--- src/rtl/median_pkg.sv ---
// Shared types and compare-exchange helpers for the 3x3 streaming median filter.
package median_pkg;

   typedef enum logic {
      WAIT_SOF = 1'b0,
      ACTIVE   = 1'b1
   } state_t;

   localparam int unsigned MEDIAN_LATENCY = 3;
   localparam int unsigned CX_W           = 32;

   // Compare-exchange halves; callers widen operands to CX_W and truncate the result.
   function automatic logic [CX_W-1:0] cx_min(input logic [CX_W-1:0] a, input logic [CX_W-1:0] b);
      return (a > b) ? b : a;
   endfunction

   function automatic logic [CX_W-1:0] cx_max(input logic [CX_W-1:0] a, input logic [CX_W-1:0] b);
      return (a > b) ? a : b;
   endfunction

endpackage

--- src/rtl/median_line_buffer.sv ---
// One-line pixel delay: combinational read of the old value, write of the new value on enable.
module median_line_buffer #(
   parameter int unsigned DEPTH = 256,
   parameter int unsigned PIX_W = 8,
   localparam int unsigned AW   = $clog2(DEPTH)
) (
   input  logic             clk,
   input  logic             en,
   input  logic [AW-1:0]    addr,
   input  logic [PIX_W-1:0] wr_data,
   output logic [PIX_W-1:0] rd_data
);

   logic [PIX_W-1:0] mem [DEPTH];

   assign rd_data = mem[addr];

   always_ff @(posedge clk) begin
      if (en) mem[addr] <= wr_data;
   end

endmodule

--- src/rtl/median3x3_stream.sv ---
// 3x3 streaming median over a raster pixel stream; emits interior pixels with a fixed 3-clock latency.
// Define MEDIAN_BYPASS_EN to add a 'bypass' input that forwards the unfiltered window centre.
module median3x3_stream
   import median_pkg::*;
#(
   parameter int unsigned IMG_WIDTH  = 256,
   parameter int unsigned IMG_HEIGHT = 256,
   parameter int unsigned PIX_W      = 8
) (
   input  logic             clk,
   input  logic             rst,
   input  logic             in_valid,
   input  logic             in_sof,
   input  logic [PIX_W-1:0] in_pixel,
`ifdef MEDIAN_BYPASS_EN
   input  logic             bypass,
`endif
   output logic             out_valid,
   output logic             out_sof,
   output logic             out_eof,
   output logic [PIX_W-1:0] out_pixel
);

   localparam int unsigned COL_W = $clog2(IMG_WIDTH);
   localparam int unsigned ROW_W = $clog2(IMG_HEIGHT);
   localparam int unsigned LAT   = MEDIAN_LATENCY;

   typedef logic [8:0][PIX_W-1:0] win_t;

   function automatic logic [PIX_W-1:0] mn(input logic [PIX_W-1:0] a, input logic [PIX_W-1:0] b);
      return PIX_W'(cx_min(CX_W'(a), CX_W'(b)));
   endfunction

   function automatic logic [PIX_W-1:0] mx(input logic [PIX_W-1:0] a, input logic [PIX_W-1:0] b);
      return PIX_W'(cx_max(CX_W'(a), CX_W'(b)));
   endfunction

   function automatic win_t cxw(input win_t w, input logic [3:0] i, input logic [3:0] j);
      win_t o;
      o    = w;
      o[i] = mn(w[i], w[j]);
      o[j] = mx(w[i], w[j]);
      return o;
   endfunction

   state_t           state;
   logic [COL_W-1:0] col, pos_c;
   logic [ROW_W-1:0] row, pos_r;
   logic             acc, at_eol, at_eof, emit, first;
   logic [PIX_W-1:0] lb1, lb2;
   win_t             win, s1, s1_d;
   logic [PIX_W-1:0] s2_p2, s2_p4, s2_p6, s2_p7;
   logic [PIX_W-1:0] s2_p3_d, s2_p4a_d, s2_p5_d;
   logic [PIX_W-1:0] m_a, m_lo, m_hi, m_c, med, res;
   logic [LAT-1:0]   vld, sof_p, eof_p;

   // Accept/position decode; an in_sof pixel always sits at (0,0).
   always_comb begin
      acc    = in_valid && ((state == ACTIVE) || in_sof);
      pos_c  = in_sof ? '0 : col;
      pos_r  = in_sof ? '0 : row;
      at_eol = (pos_c == COL_W'(IMG_WIDTH - 1));
      at_eof = at_eol && (pos_r == ROW_W'(IMG_HEIGHT - 1));
      emit   = (pos_r >= ROW_W'(2)) && (pos_c >= COL_W'(2));
      first  = (pos_r == ROW_W'(2)) && (pos_c == COL_W'(2));
   end

   median_line_buffer #(.DEPTH(IMG_WIDTH), .PIX_W(PIX_W)) u_lb1 (
      .clk(clk), .en(acc), .addr(pos_c), .wr_data(in_pixel), .rd_data(lb1)
   );

   median_line_buffer #(.DEPTH(IMG_WIDTH), .PIX_W(PIX_W)) u_lb2 (
      .clk(clk), .en(acc), .addr(pos_c), .wr_data(lb1), .rd_data(lb2)
   );

   // Sorting network, stage 1: sort each row.
   always_comb begin
      s1_d = win;
      s1_d = cxw(s1_d, 4'd1, 4'd2);
      s1_d = cxw(s1_d, 4'd4, 4'd5);
      s1_d = cxw(s1_d, 4'd7, 4'd8);
      s1_d = cxw(s1_d, 4'd0, 4'd1);
      s1_d = cxw(s1_d, 4'd3, 4'd4);
      s1_d = cxw(s1_d, 4'd6, 4'd7);
      s1_d = cxw(s1_d, 4'd1, 4'd2);
      s1_d = cxw(s1_d, 4'd4, 4'd5);
      s1_d = cxw(s1_d, 4'd7, 4'd8);
   end

   // Stage 2 keeps only the four lanes the final merge needs.
   always_comb begin
      s2_p3_d  = mx(s1[0], s1[3]);
      s2_p5_d  = mn(s1[5], s1[8]);
      s2_p4a_d = mn(s1[4], s1[7]);
   end

   // Stage 3 (into the output register): four exchanges reduce to the median.
   always_comb begin
      m_a  = mn(s2_p4, s2_p7);
      m_lo = mn(m_a, s2_p2);
      m_hi = mx(m_a, s2_p2);
      m_c  = mx(s2_p6, m_lo);
      med  = mn(m_c, m_hi);
   end

   always_ff @(posedge clk) begin
      if (acc) begin
         win[0] <= win[1]; win[1] <= win[2]; win[2] <= lb2;
         win[3] <= win[4]; win[4] <= win[5]; win[5] <= lb1;
         win[6] <= win[7]; win[7] <= win[8]; win[8] <= in_pixel;
      end
      s1    <= s1_d;
      s2_p2 <= mn(s1[2], s2_p5_d);
      s2_p4 <= mx(s1[1], s2_p4a_d);
      s2_p6 <= mx(s2_p3_d, s1[6]);
      s2_p7 <= mx(s1[4], s1[7]);
   end

`ifdef MEDIAN_BYPASS_EN
   logic             byp0, byp1, byp2;
   logic [PIX_W-1:0] ctr1, ctr2;

   always_ff @(posedge clk) begin
      if (acc) byp0 <= bypass;
      byp1 <= byp0;
      byp2 <= byp1;
      ctr1 <= win[4];
      ctr2 <= ctr1;
   end

   always_comb res = byp2 ? ctr2 : med;
`else
   always_comb res = med;
`endif

   // Frame FSM, position counters, marker pipeline and output register.
   always_ff @(posedge clk) begin
      if (rst) begin
         state     <= WAIT_SOF;
         col       <= '0;
         row       <= '0;
         vld       <= '0;
         sof_p     <= '0;
         eof_p     <= '0;
         out_valid <= 1'b0;
         out_sof   <= 1'b0;
         out_eof   <= 1'b0;
         out_pixel <= '0;
      end else begin
         vld       <= {vld[LAT-2:0],   acc && emit};
         sof_p     <= {sof_p[LAT-2:0], acc && first};
         eof_p     <= {eof_p[LAT-2:0], acc && at_eof};
         out_valid <= vld[LAT-1];
         out_sof   <= sof_p[LAT-1];
         out_eof   <= eof_p[LAT-1];
         if (vld[LAT-1]) out_pixel <= res;
         if (acc) begin
            if (at_eof) begin
               state <= WAIT_SOF;
               col   <= '0;
               row   <= '0;
            end else begin
               state <= ACTIVE;
               if (at_eol) begin
                  col <= '0;
                  row <= pos_r + ROW_W'(1);
               end else begin
                  col <= pos_c + COL_W'(1);
                  row <= pos_r;
               end
            end
         end
      end
   end

endmodule
--- config.mk ---
export PLATFORM = sky130hd
export DESIGN_NAME = median3x3_stream
export DESIGN_NICKNAME = d
export VERILOG_FILES = /design/src/rtl/median_pkg.sv /design/src/rtl/median_line_buffer.sv /design/src/rtl/median3x3_stream.sv
export SDC_FILE = /design/constraint.sdc
export NUM_CORES = 2
export LEC_CHECK = 0
export BUFFER_PORTS_ARGS = -buffer_cell sky130_fd_sc_hd__buf_2
export CORE_MARGIN = 10
export CORE_UTILIZATION = 54
export DETAILED_ROUTE_END_ITERATION = 10
export HOLD_SLACK_MARGIN = 0.02
export PLACE_DENSITY = 0.74
export SLEW_MARGIN = 10
export SYNTH_ARGS = -nofsm -noshare
export SYNTH_HDL_FRONTEND = slang
export SYNTH_SLANG_ARGS = --single-unit
--- constraint.sdc ---
create_clock -name clk -period 14.58 [get_ports clk]
set_input_delay 0 -clock clk [delete_from_list [all_inputs] [get_ports clk]]
set_output_delay 0 -clock clk [all_outputs]
set_load 0.05 [all_outputs]
==> results by group <==
Synthesis
  • Largest family of logic cells by synthesized area: compound AO/OA/AOI/OAI gates
  • Ys Warns: 0
  • Seq cells post-synth: 4309
  • Number of synthesized flops with an enable pin: 4168
  • Post-synthesis mux area share: 1.090%
  • Simple-gate share of the synthesized area: 10.47%
  • Compound-gate portion of the synthesized area: 11.07%
  • Xor/xnor share of the synthesized area: 0.01513%
  • Post-Synthesis Cells: 12070
  • Synth Flop Type: edfxtp_1
  • Syn_area_per_cell: 14.38 sq um
  • Adder-cell share of the synthesized area: 1.131%
  • Ys async rst share: 0%
  • Post-synth net total: 12240
  • Register area share after synthesis: 73.71%
  • Post-Syn Area: 173600 sq um
  • Cell variety after synth: 61

Power
  • Pwr Density: 139.9 nW/um^2
  • Max rail drop VDD: 0.0003415 V
  • Tot Pwr: 27.07 mW
  • Pleak: 61.58 nW

Floorplanning
  • Die area: 344600 sq um
  • Row count: 208
  • Die width: 587.1 microns
  • # IOs: 23
  • Die span in y: 587.1 microns
  • Initial Util: 54.15%
  • Core area: 320600 sq um

Final layout
  • Fillers: 22980
  • Area Growth Syn to Fin: 11.48%
  • Share of layout cells above drive strength 1: 10.79%
  • Final #Nets: 12290
  • FF+latch area: 128000 sq um
  • Combined area of the multi-input logic cells: 42240 sq um

Timing
  • Final setup violation count: 0
  • Fin. Hold Viols: 0
  • Max transition margin: -2.409%
  • Min Tclk post-route: 8.147 ns
  • Worst hold slack: 0.03691 ns
  • Setup Skew: 0.06549 ns
  • Slew @ Worst Pin: 1.522 ns
  • Final Cycle Share: 55.87%
  • Setup slack after layout: 6.433 ns
  • Fmax: 122.8 MHz
  • Final-report max-slew violation count: 2
  • Final TNS setup: 0 ns
  • RSZ-0062 raised after global routing: no

GRT
  • Initial antenna violation count: 19
  • Grt ovf: 0
  • Largest net degree at the start of global routing: 218
  • All-layer global routing usage: 27.27%
  • First-pass GRT wire length: 710.6 mm
  • Vias in the first global route: 106500

Clock tree
  • CTS tree: done
  • CTS buffer count: 427
  • Clock transition at path regs: 0.06 ns
  • Clk_lat worst skew: 1.00 ns
  • CTS Sinks: 4309
  • Clock Tree Buf Depth: 4
  • # H-tree levels: 5
  • Setup Fix Bufs, Post-CTS: 0
  • CTS Hold Buffers Added: 12
  • Post_cts resized: 0
  • CTS root buf: clkbuf_16

Placed design
  • Detailed placement HPWL: 277.4 mm
  • DP Worst Slack: 6.863 ns
  • I/O Buffers: 22
  • Routability cong.: 0.9449

Critical path
  • Critical path peak fanout: 115
  • Data arrival time of the critical path: 8.66 ns
  • Worst setup SP type: flip-flop
  • CP Capture Type: flip-flop
  • WS Path Type: reg -> reg
  • Req. time, crit path: 15.09 ns

Route
  • Wire per inst: 29.30 microns
  • Vias per cell: 6.601
  • Final wirelength: 491.7 mm
  • DRC viols: 0
  • Initial drt markers: 17100
  • Vias after detailed routing: 110800
  • DRT Pass-1 Iters: 8
  • Final ANT Viol Nets: 0

Status
  • Status: complete, but fails checks
  • Violated checks: max-capacitance violations, max-slew violations

Run
  • Maximum Capacitance Violations: 1

Worst hold path
  • Hold crit path type: in -> reg
## per-stage QoR
step	instances	area, sq um	utilization, %
after CTS	16760	193400	60.33
final	16780	193600	60.37
after detailed placement	15980	180200	56.21
after global placement	15970	180100	56.18
after global routing	16770	193500	60.36
after floorplan	12070	173600	-
## cells by family after synthesis
group	after synthesis
xor gates and xnor gates	3
DFF	4309
and+or+nand+nor	3914
buffers and inverters	1039
AOI/OAI and AO/OA	2474
muxes	175
adders and majority gates	157
## final timing paths
check                                 start                end  depth (start not counted)  slack (ns)
worst max-delay path                 col[0]    u_lb2.mem[5][0]                         13        6.43
worst min-delay path            in_pixel[3]  u_lb1.mem[215][3]                          2        0.04
worst min register to register     eof_p[2]            out_eof                          1        0.43
worst max register to register       col[0]    u_lb2.mem[5][0]                         13        6.43
## layer usage
metal,track usage (%),wire length (microns)
met1,35.79,176000
met2,41.57,220900
met3,7.702,64110
met4,14.43,30630
met5,0,75
## sequential cells by signal, summed over array words and instances, names as in the netlist, 8 cells and up
name	cells
col	8
out_pixel	8
row	8
s1	72
s2_p2	8
s2_p4	8
s2_p6	8
s2_p7	8
u_lb1.mem	2048
u_lb2.mem	2048
win	72
## area by class of cell
cell class / instances / area share [%]
timing repair buffer: 519 / 2.233
clock inverter: 222 / 0.8920
antenna: 16 / 0.02068
sequential: 4309 / 66.12
clock buffer: 552 / 5.858
multi-input combinational: 6723 / 21.82
inverter: 136 / 0.2734
tap: 4305 / 2.783
## synthesized netlist by cell type (all sizes together) (4+ instances only)
library cell / n / area (sq um)
o31a: 5 / 43.79
nor2: 351 / 1318
a21oi: 109 / 549.3
o211ai: 5 / 37.54
nor4: 236 / 1476
clkbuf: 492 / 1848
o21ai: 110 / 550.5
mux4: 7 / 157.7
nand4: 24 / 150.1
dfxtp: 141 / 2823
edfxtp: 4168 / 125200
a22oi: 4 / 30.03
a311oi: 1010 / 8846
a2111oi: 5 / 43.79
ha: 157 / 1964
nand2: 2145 / 8054
o31ai: 4 / 35.03
buf: 411 / 2004
nor2b: 1040 / 6506
and3: 12 / 75.07
mux2: 43 / 484.2
and2: 4 / 25.02
o41ai: 27 / 236.5
a211oi: 1007 / 7560
o22ai: 110 / 688.2
nand2b: 18 / 112.6
nor3: 10 / 50.05
a31oi: 15 / 108.9
o221a: 4 / 45.04
or3: 4 / 25.02
a21o: 29 / 217.7
nand3: 60 / 300.3
inv: 136 / 513.0
mux2i: 125 / 1251
o21a: 20 / 150.1
## worst max-delay path, stage by stage, from the launching register on
cell and delay (ns):
dfxtp_4 0.81, nand2b_4 0.54, buf_4 0.54, buf_4 0.42, buf_4 0.40, buf_4 0.35
nand2_1 0.11, a311oi_1 0.09, nor4_1 1.21, buf_4 0.26, o22ai_1 0.20, nor4_1 1.03
nand2_4 0.71, buf_4 0.64
## layout by cell type (no fill, tap or decap), drive strengths merged, types with 16 or more instances in the layout
cell type / netlist / final
nand2b: 18 / 18
bufinv: 0 / 16
a311oi: 1010 / 1010
inv: 136 / 147
dfxtp: 141 / 141
nand2: 2145 / 2145
mux2i: 125 / 125
clkbuf: 492 / 553
clkinv: 0 / 188
mux2: 43 / 43
nand3: 60 / 60
buf: 411 / 505
edfxtp: 4168 / 4168
nor4: 236 / 236
a211oi: 1007 / 1007
diode: 0 / 16
a21oi: 109 / 109
a21o: 29 / 29
nand4: 24 / 24
o21ai: 110 / 110
ha: 157 / 157
o21a: 20 / 20
o41ai: 27 / 27
nor2: 351 / 351
nor2b: 1040 / 1040
o22ai: 110 / 110
## where the power goes
group | internal (mW) | leakage (nW) | switching (mW) | total, mW
Clock | 5.76 | 6.38 | 4.62 | 10.4
Combinational | 0.945 | 16.5 | 1.86 | 2.81
Sequential | 13.8 | 38.7 | 0.102 | 13.9
Note: power is estimated with default switching activity, not from simulation.
